==> src/rtl/winograd_drain.sv <==
// -----------------------------------------------------------------------------
// winograd_drain
//
// Consumer end of the winograd core result interface. Each transferred tile
// carries the core's two partial outputs plus the tile's Winograd correction
// term. The drain removes the correction, accumulates NUM_TILES tiles into
// one exact signed dot product and offers it on a valid/ready result port.
//
// Ports
//   clk_i         clock
//   rst_ni        asynchronous active-low reset
//   clear_i       synchronous abort of the partial accumulation
//   tile_valid_i  pair_i/corr_i hold a tile
//   tile_ready_o  drain can take a tile this cycle (combinational)
//   pair_i        core partial outputs out[0], out[1] (signed, OUT_SIZE each)
//   corr_i        tile correction term (signed, OUT_SIZE)
//   res_valid_o   res_o holds a finished dot product
//   res_ready_i   downstream takes res_o
//   res_o         signed dot product over NUM_TILES tiles
//   tile_cnt_o    tiles accumulated in the current product
//   state_o       FSM state (0 = IDLE, 1 = ACCUM), debug visibility
//
// Handshake: a transfer happens on a rising clk_i edge where valid and ready
// are both 1. Valid never depends on ready; the payload must stay stable while
// valid is high and ready is low. res_o/res_valid_o are held stable until
// taken.
// -----------------------------------------------------------------------------
module winograd_drain #(
   parameter  int IN_SIZE_0 = 8,
   parameter  int IN_SIZE_1 = 8,
   parameter  int NUM_TILES = 4,
   localparam int OUT_SIZE  = ((IN_SIZE_1 + 1) * 2) + 6,
   localparam int RES_SIZE  = IN_SIZE_0 + IN_SIZE_1 + $clog2(8 * NUM_TILES) + 1,
   localparam int CNT_W     = $clog2(NUM_TILES + 1)
) (
   input  logic                     clk_i,
   input  logic                     rst_ni,
   input  logic                     clear_i,
   input  logic                     tile_valid_i,
   output logic                     tile_ready_o,
   input  logic [1:0][OUT_SIZE-1:0] pair_i,
   input  logic [OUT_SIZE-1:0]      corr_i,
   output logic                     res_valid_o,
   input  logic                     res_ready_i,
   output logic [RES_SIZE-1:0]      res_o,
   output logic [CNT_W-1:0]         tile_cnt_o,
   output logic                     state_o
);

   // Internal sum width: wide enough for one contribution (two partials minus
   // a correction) and for NUM_TILES of them, so nothing wraps before the
   // final truncation to RES_SIZE, which is exact for a true dot product.
   localparam int SUM_W = ((OUT_SIZE + 2) > RES_SIZE) ? (OUT_SIZE + 2) : RES_SIZE;
   localparam int ACC_W = SUM_W + $clog2(NUM_TILES);

   typedef enum logic {
      IDLE  = 1'b0,
      ACCUM = 1'b1
   } state_t;

   state_t                   state;
   logic signed [ACC_W-1:0]  acc;
   logic signed [ACC_W-1:0]  contrib;
   logic signed [ACC_W-1:0]  acc_sum;
   logic                     is_final;
   logic                     take;

   assign contrib = ACC_W'($signed(pair_i[0]))
                  + ACC_W'($signed(pair_i[1]))
                  - ACC_W'($signed(corr_i));
   assign acc_sum = acc + contrib;

   assign is_final = (tile_cnt_o == CNT_W'(NUM_TILES - 1));

   // Only the final tile needs the result slot, so only it stalls behind an
   // untaken result. A pop in the same cycle frees the slot for it.
   assign tile_ready_o = !(is_final && res_valid_o && !res_ready_i);

   // clear_i wins over a presented tile: the tile is dropped.
   assign take = tile_valid_i && tile_ready_o && !clear_i;

   assign state_o = state;

   always_ff @(posedge clk_i or negedge rst_ni) begin
      if (!rst_ni) begin
         state       <= IDLE;
         acc         <= '0;
         tile_cnt_o  <= '0;
         res_o       <= '0;
         res_valid_o <= 1'b0;
      end else begin
         // Result slot drains first; a final tile below may reload it in the
         // same cycle, keeping res_valid_o high.
         if (res_valid_o && res_ready_i) begin
            res_valid_o <= 1'b0;
            res_o       <= '0;
         end

         if (clear_i) begin
            acc        <= '0;
            tile_cnt_o <= '0;
            state      <= IDLE;
         end else if (take) begin
            if (is_final) begin
               res_o       <= acc_sum[RES_SIZE-1:0];
               res_valid_o <= 1'b1;
               acc         <= '0;
               tile_cnt_o  <= '0;
               state       <= IDLE;
            end else begin
               acc        <= acc_sum;
               tile_cnt_o <= tile_cnt_o + CNT_W'(1);
               state      <= ACCUM;
            end
         end
      end
   end

endmodule

==> config.mk <==
export PLATFORM = sky130hd
export DESIGN_NAME = winograd_drain
export DESIGN_NICKNAME = d
export VERILOG_FILES = /design/src/rtl/winograd_drain.sv
export SDC_FILE = /design/constraint.sdc
export NUM_CORES = 1
export LEC_CHECK = 0
export BUFFER_PORTS_ARGS = -buffer_cell sky130_fd_sc_hd__buf_2
export CORE_ASPECT_RATIO = 1.5
export CORE_UTILIZATION = 55
export DETAILED_ROUTE_END_ITERATION = 16
export MAX_ROUTING_LAYER = met4
export PLACE_DENSITY = 0.82
export SLEW_MARGIN = 40
export SYNTH_ARGS = -nofsm -noshare
export SYNTH_HDL_FRONTEND = slang
export SYNTH_SLANG_ARGS = --single-unit
==> constraint.sdc <==
create_clock -name clk_i -period 3.6 [get_ports clk_i]
set_input_delay 0.36 -clock clk_i [delete_from_list [all_inputs] [get_ports clk_i]]
set_output_delay 0.36 -clock clk_i [all_outputs]
set_load 0.01 [all_outputs]
## Word-level counts from Yosys, hierarchy flattened

Cells that the tools add are included.

- Register bits after elaboration: 55
- Bits in latches: 0
- RAM bits: 0
- Bits in read-only memories: 0
- Bits of input ports: 77
- Output and inout bits: 28
- Word-level logic and storage cells: 36
- Memories kept: 0

- Add/subtract/negate cells: 4
- Multipliers: 0
- Divide/modulo/power cells: 0
- Magnitude comparators: 0
- Equal/unequal tests: 1
- Shift-type cells: 0
- Muxes and demuxes: 17
- Bitwise gates (word level): 0
- Reductions and logical operators: 9

Operators by type and width:

| kind | number |
|---|---|
| two-way mux 22 bit | 4 |
| two-way mux 28 bit | 3 |
| adder 28 x 26 -> 28 bit | 1 |
| subtractor 25 x 24 -> 26 bit | 1 |
| adder 24 x 24 -> 25 bit | 1 |
| two-way mux 3 bit | 3 |
| two-way mux 1 bit | 7 |
| logical AND 1 bit | 5 |
| adder 3 x 1 -> 3 bit, second input constant | 1 |
| == test 3 x 2 -> 1 bit, second input constant | 1 |
| zero test 1 bit | 3 |
| nonzero test 2 bit | 1 |

## Longest topological paths before layout

- Depth after elaboration: 8
- Mapped depth: 14
- Depth with buffers taken out: 14

## Worst setup path after synthesis

Ideal clock, no wire load.

- Path type: input to register
- Start point: input pair_i[1] (netlist bit)
- End point: register acc[13]
- Library setup time: 121 ps
- Data arrival time: 3212 ps
- Path slack: 267 ps
- Stages: 13
- Cell sequence: fa_1 > inv_1 > fa_1 > inv_1 > ha_1 > inv_1 > fa_1 > nand2b_1 > a2111oi_4 > o21bai_1 > a31oi_1 > xor2_1 > a22o_1

- Longest elaborated chain between the ends: 6

RTL lines:

| item | line | source |
|---|---|---|
| start, declared | 41 | `input logic [1:0][OUT_SIZE-1:0] pair_i,` |
| adder 24 x 24 -> 25 bit | 69 | `+ ACC_W'($signed(pair_i[1]))` |
| subtractor 25 x 24 -> 26 bit | 70 | `- ACC_W'($signed(corr_i));` |
| adder 28 x 26 -> 28 bit | 71 | `assign acc_sum = acc + contrib;` |
| two-way mux 28 bit | 104 | `if (is_final) begin` |
| two-way mux 28 bit | 103 | `end else if (take) begin` |
| two-way mux 28 bit | 99 | `if (clear_i) begin` |
| end signal, assigned | 111 | `acc <= acc_sum;` |
| end, declared | 62 | `logic signed [ACC_W-1:0] acc;` |

Every way passes these cells. The select of a mux whose other input is x is not followed.
A chain may end at the register's enable or synchronous reset.

## Worst setup path in the final report

- Start point: input pair_i[1] (netlist bit)
- End point: register acc[17]

The elaborated chain is that of the path after synthesis.

==> results.py <==
metrics = {
    "critical_path": {
        "critPathMaxStageDelay_ns": 0.53,
        "worstPathArrival_ns": 3.54,
        "crit_path_end_kind": "flip-flop",
        "worstSetupStartpoint": "pair_i[1]",
        "path_cells": "buf_2 -> fa_1 -> inv_1 -> fa_1 -> inv_1 -> ha_1 -> inv_1 -> fa_1 -> nand2b_1 -> a2111oi_4 -> o21ai_2 -> a21oi_2 -> nor3_1 -> o31ai_1",
        "critPathMaxFanout": 4,
        "crit_required_ns": 3.78,
        "critPathLaunchType": "input port",
        "crit_type": "in -> reg",
        "r2r-start": "acc[2]",
        "cp_slowest_cell": "fa_1",
    },
    "synth": {
        "async_reset_ff_share_pct": 100,
        "synth_seq_cells": 49,
        "syn_avg_cell_area_um2": 8.76,
        "synth_cells": 493,
        "ys.flop_type": "dfrtp_1",
        "synth_warnings": 0,
        "synth_top_area_cell": "dfrtp_1",
        "synth_top_cell_area_share_pct": 28.4,
        "synth_edf_count": 0,
        "synth-seq-area-share_pct": 28.4,
        "synth_cell_types": 50,
        "syn-num-nets": 634,
        "synth.area.top_cells": "dfrtp_1 (28%), fa_1 (19%), inv_1 (11%)",
        "synthesis.area_um2": 4320,
    },
    "place": {
        "place.detailed.hpwl_mm": 7.94,
        "port_buffers": 98,
        "dp.cells": 702,
        "gp_congestion": 0.916,
        "dp_slack_ns": -0.0215,
    },
    "cts": {
        "cts_resized": 0,
        "cts_buffers": 5,
        "cts_tree": "built",
        "cts.sinks": 49,
        "clockBufferDepth": 2,
        "holdBufCountCts": 0,
        "h-tree-depth": 2,
        "cts_root_buf": "clkbuf_16",
        "path_clk_slew_ns": 0.07,
        "insertion_delay_ns": 0.29,
        "cts_setup_buffers": 0,
    },
    "drt": {
        "drt-wirelength-per-cell_um": 14.1,
        "wirelength_mm": 10.0,
        "via_per_inst": 5.37,
        "drtPass1Iterations": 4,
        "vias": 3800,
        "drc": 0,
        "antenna_left": 0,
        "drtIter0Drc": 137,
    },
    "grt": {
        "grt_max_degree": 50,
        "grt_busiest_layer": "met2",
        "track_usage_pct": 27.2,
        "overflow": 0,
        "grt_use_met2_pct": 48.1,
        "met1_usage_pct": 29.6,
        "grt_pass1_vias": 3928,
        "grt_pass1_wl_mm": 17.0,
        "met3_usage_pct": 3.19,
        "antenna_found_initial": 0,
    },
    "pwr": {
        "seqPwrFrac_pct": 19.5,
        "share_comb_of_total_power_pct": 70.6,
        "clockPowerShare_pct": 9.9,
        "internal-power_mw": 2.34,
        "powerDensity_nw_per_um2": 863,
        "ir_drop_uv": 500,
        "p_switching_mw": 2.14,
        "p_leak_nw": 2.87,
        "p_sw_share_pct": 47.8,
    },
    "sta": {
        "min_period_ns": 3.35,
        "rsz0062_at_grt": "false",
        "worst_slew_pin_slew_ns": 0.684,
        "max_freq_mhz": 298,
        "finalSetupTns_ns": 0,
        "slew_viol_final": 0,
        "finalSetupViolations": 0,
        "skew_ns": 0.0127,
        "period_share_pct": 93.2,
        "slew-limit-headroom_pct": 54.3,
        "setup_ws_ns": 0.246,
        "hold_viol": 0,
    },
    "cells_and_area": {
        "n_antenna_cell": 0,
        "multiInputGateArea_um2": 2590,
        "final_util_pct": 68.2,
        "fill_cells": 632,
        "register_area_um2": 1230,
        "final_layout_size_suffix_gt1_share_pct": 23.6,
        "finalNonFillerCells": 708,
        "finalNetCount": 748,
        "area_delta_synth_final_pct": 20.2,
    },
    "outcome": {
        "status": "completed",
    },
    "floorplanning": {
        "row_count": 39,
        "initial_core_util_pct": 56.8,
        "core_region_area_um2": 7610,
        "die_w_um": 74.4,
        "io_pins": 105,
        "die_h_um": 111,
        "die-area_um2": 8220,
    },
    "min_path": {
        "hp-class": "in -> async",
    },
    "run": {
        "maxCapViolCount": 0,
    },
}
## cell usage in the layout (no fill, tap or decap), drive strengths merged
cell type  synthesis  routed
a2111oi            2       2
a211oi             4       4
a21o              10      10
a21oi             20      20
a221o              1       1
a22o               5       5
a31o               3       3
a31oi              2       2
a32o               2       2
a41oi              1       1
and2               3       3
and3               6       6
and4               1       1
buf                2     119
clkbuf            10       5
clkinv             0       1
dfrtp             49      49
fa                42      42
ha                22      22
inv              123     123
nand2             45      45
nand2b             4       4
nand3             27      27
nand4              4       4
nor2              17      17
nor2b              4       4
nor3               5       5
nor3b              1       1
o2111ai            3       3
o211ai             4       4
o21a               2       2
o21ai             36      36
o21bai             2       2
o311ai             3       3
o31ai              5       5
o41ai              1       1
or2                1       1
or3                3       3
xnor2             12      12
xor2               6       6
## cell type report
| cell class | count | share of cell area, % |
|---|---|---|
| Clock buffer | 5 | 2.41 |
| Clock inverter | 1 | 0.0964 |
| Inverter | 123 | 8.89 |
| Multi-Input combinational cell | 309 | 50.0 |
| Sequential cell | 49 | 23.6 |
| Tap cell | 102 | 2.46 |
| Timing Repair Buffer | 119 | 12.5 |
## logic make-up after synthesis
kind of cell    count (synthesis)  share of synthesized area, %
flops                          49                          28.4
buf+inv                       135                          11.8
simple gates                  121                          13.4
fa+ha+maj                      64                          25.8
compound gates                106                          17.0
xor+xnor                       18                          3.65
## path summary, 6_finish.rpt
| kind | to | slack [ns] | cells after the start |
|---|---|---|---|
| hold reg to reg | state_o | 0.48 | 2 |
| min in group clk_i | tile_cnt_o[2] | 0.31 | 2 |
| setup / recovery | acc[17] | 0.25 | 14 |
| setup reg to reg | acc[16] | 0.58 | 10 |
| max in group asynchronous | acc[7] | 3.09 | 1 |
| hold / removal | tile_cnt_o[2] | 0.09 | 1 |
## layer usage
metal  routed length, um  up-vias
li1                    -     1813
met1                3790     1827
met2                5520      126
met3                 354       34
met4                 347        0
met5                   0        -
## state kept, by name, indices dropped and copies added (netlist names)
| register | flops |
|---|---|
| acc | 22 |
| res_o | 22 |
| res_valid_o | 1 |
| state_o | 1 |
| tile_cnt_o | 3 |
## power groups by stage
stage / combinational, mW / clock, mW / sequential (mW)
floorplan: 2.12 / 0 / 0.907
global placement: 3.04 / 0 / 0.875
detailed placement: 3.13 / 0 / 0.884
CTS: 3.16 / 0.450 / 0.875
global route: 3.55 / 0.464 / 0.897
finish: 3.16 / 0.444 / 0.876
## cells in the mapped netlist, drive strengths merged, types with 4 or more instances
master	count
ha	22
and3	6
a21o	10
o211ai	4
a211oi	4
fa	42
a22o	5
nor2	17
a21oi	20
o31ai	5
inv	123
nand2	45
nor2b	4
nor3	5
nand2b	4
xor2	6
nand3	27
nand4	4
dfrtp	49
xnor2	12
o21ai	36
clkbuf	10
## through the flow
step / power (mW) / hold slack (ns) / cell area [um^2]
after floorplan: 3.02 / 0.0644 / 4320
after global placement: 3.91 / 0.458 / 5050
after detailed placement: 4.01 / 0.420 / 5060
after CTS: 4.48 / 0.119 / 5190
after global routing: 4.91 / 0.148 / 5190
final: 4.48 / 0.0945 / 5190
## critical path, delay by kind of cell
family                   cells  cell delay [ns]
AO/OA/AOI/OAI                4             1.03
buffers and inverters        4             0.30
adder cells (fa/ha/maj)      4             1.55
AND/OR/NAND/NOR              2             0.30
(Power assumes the default switching activity.)
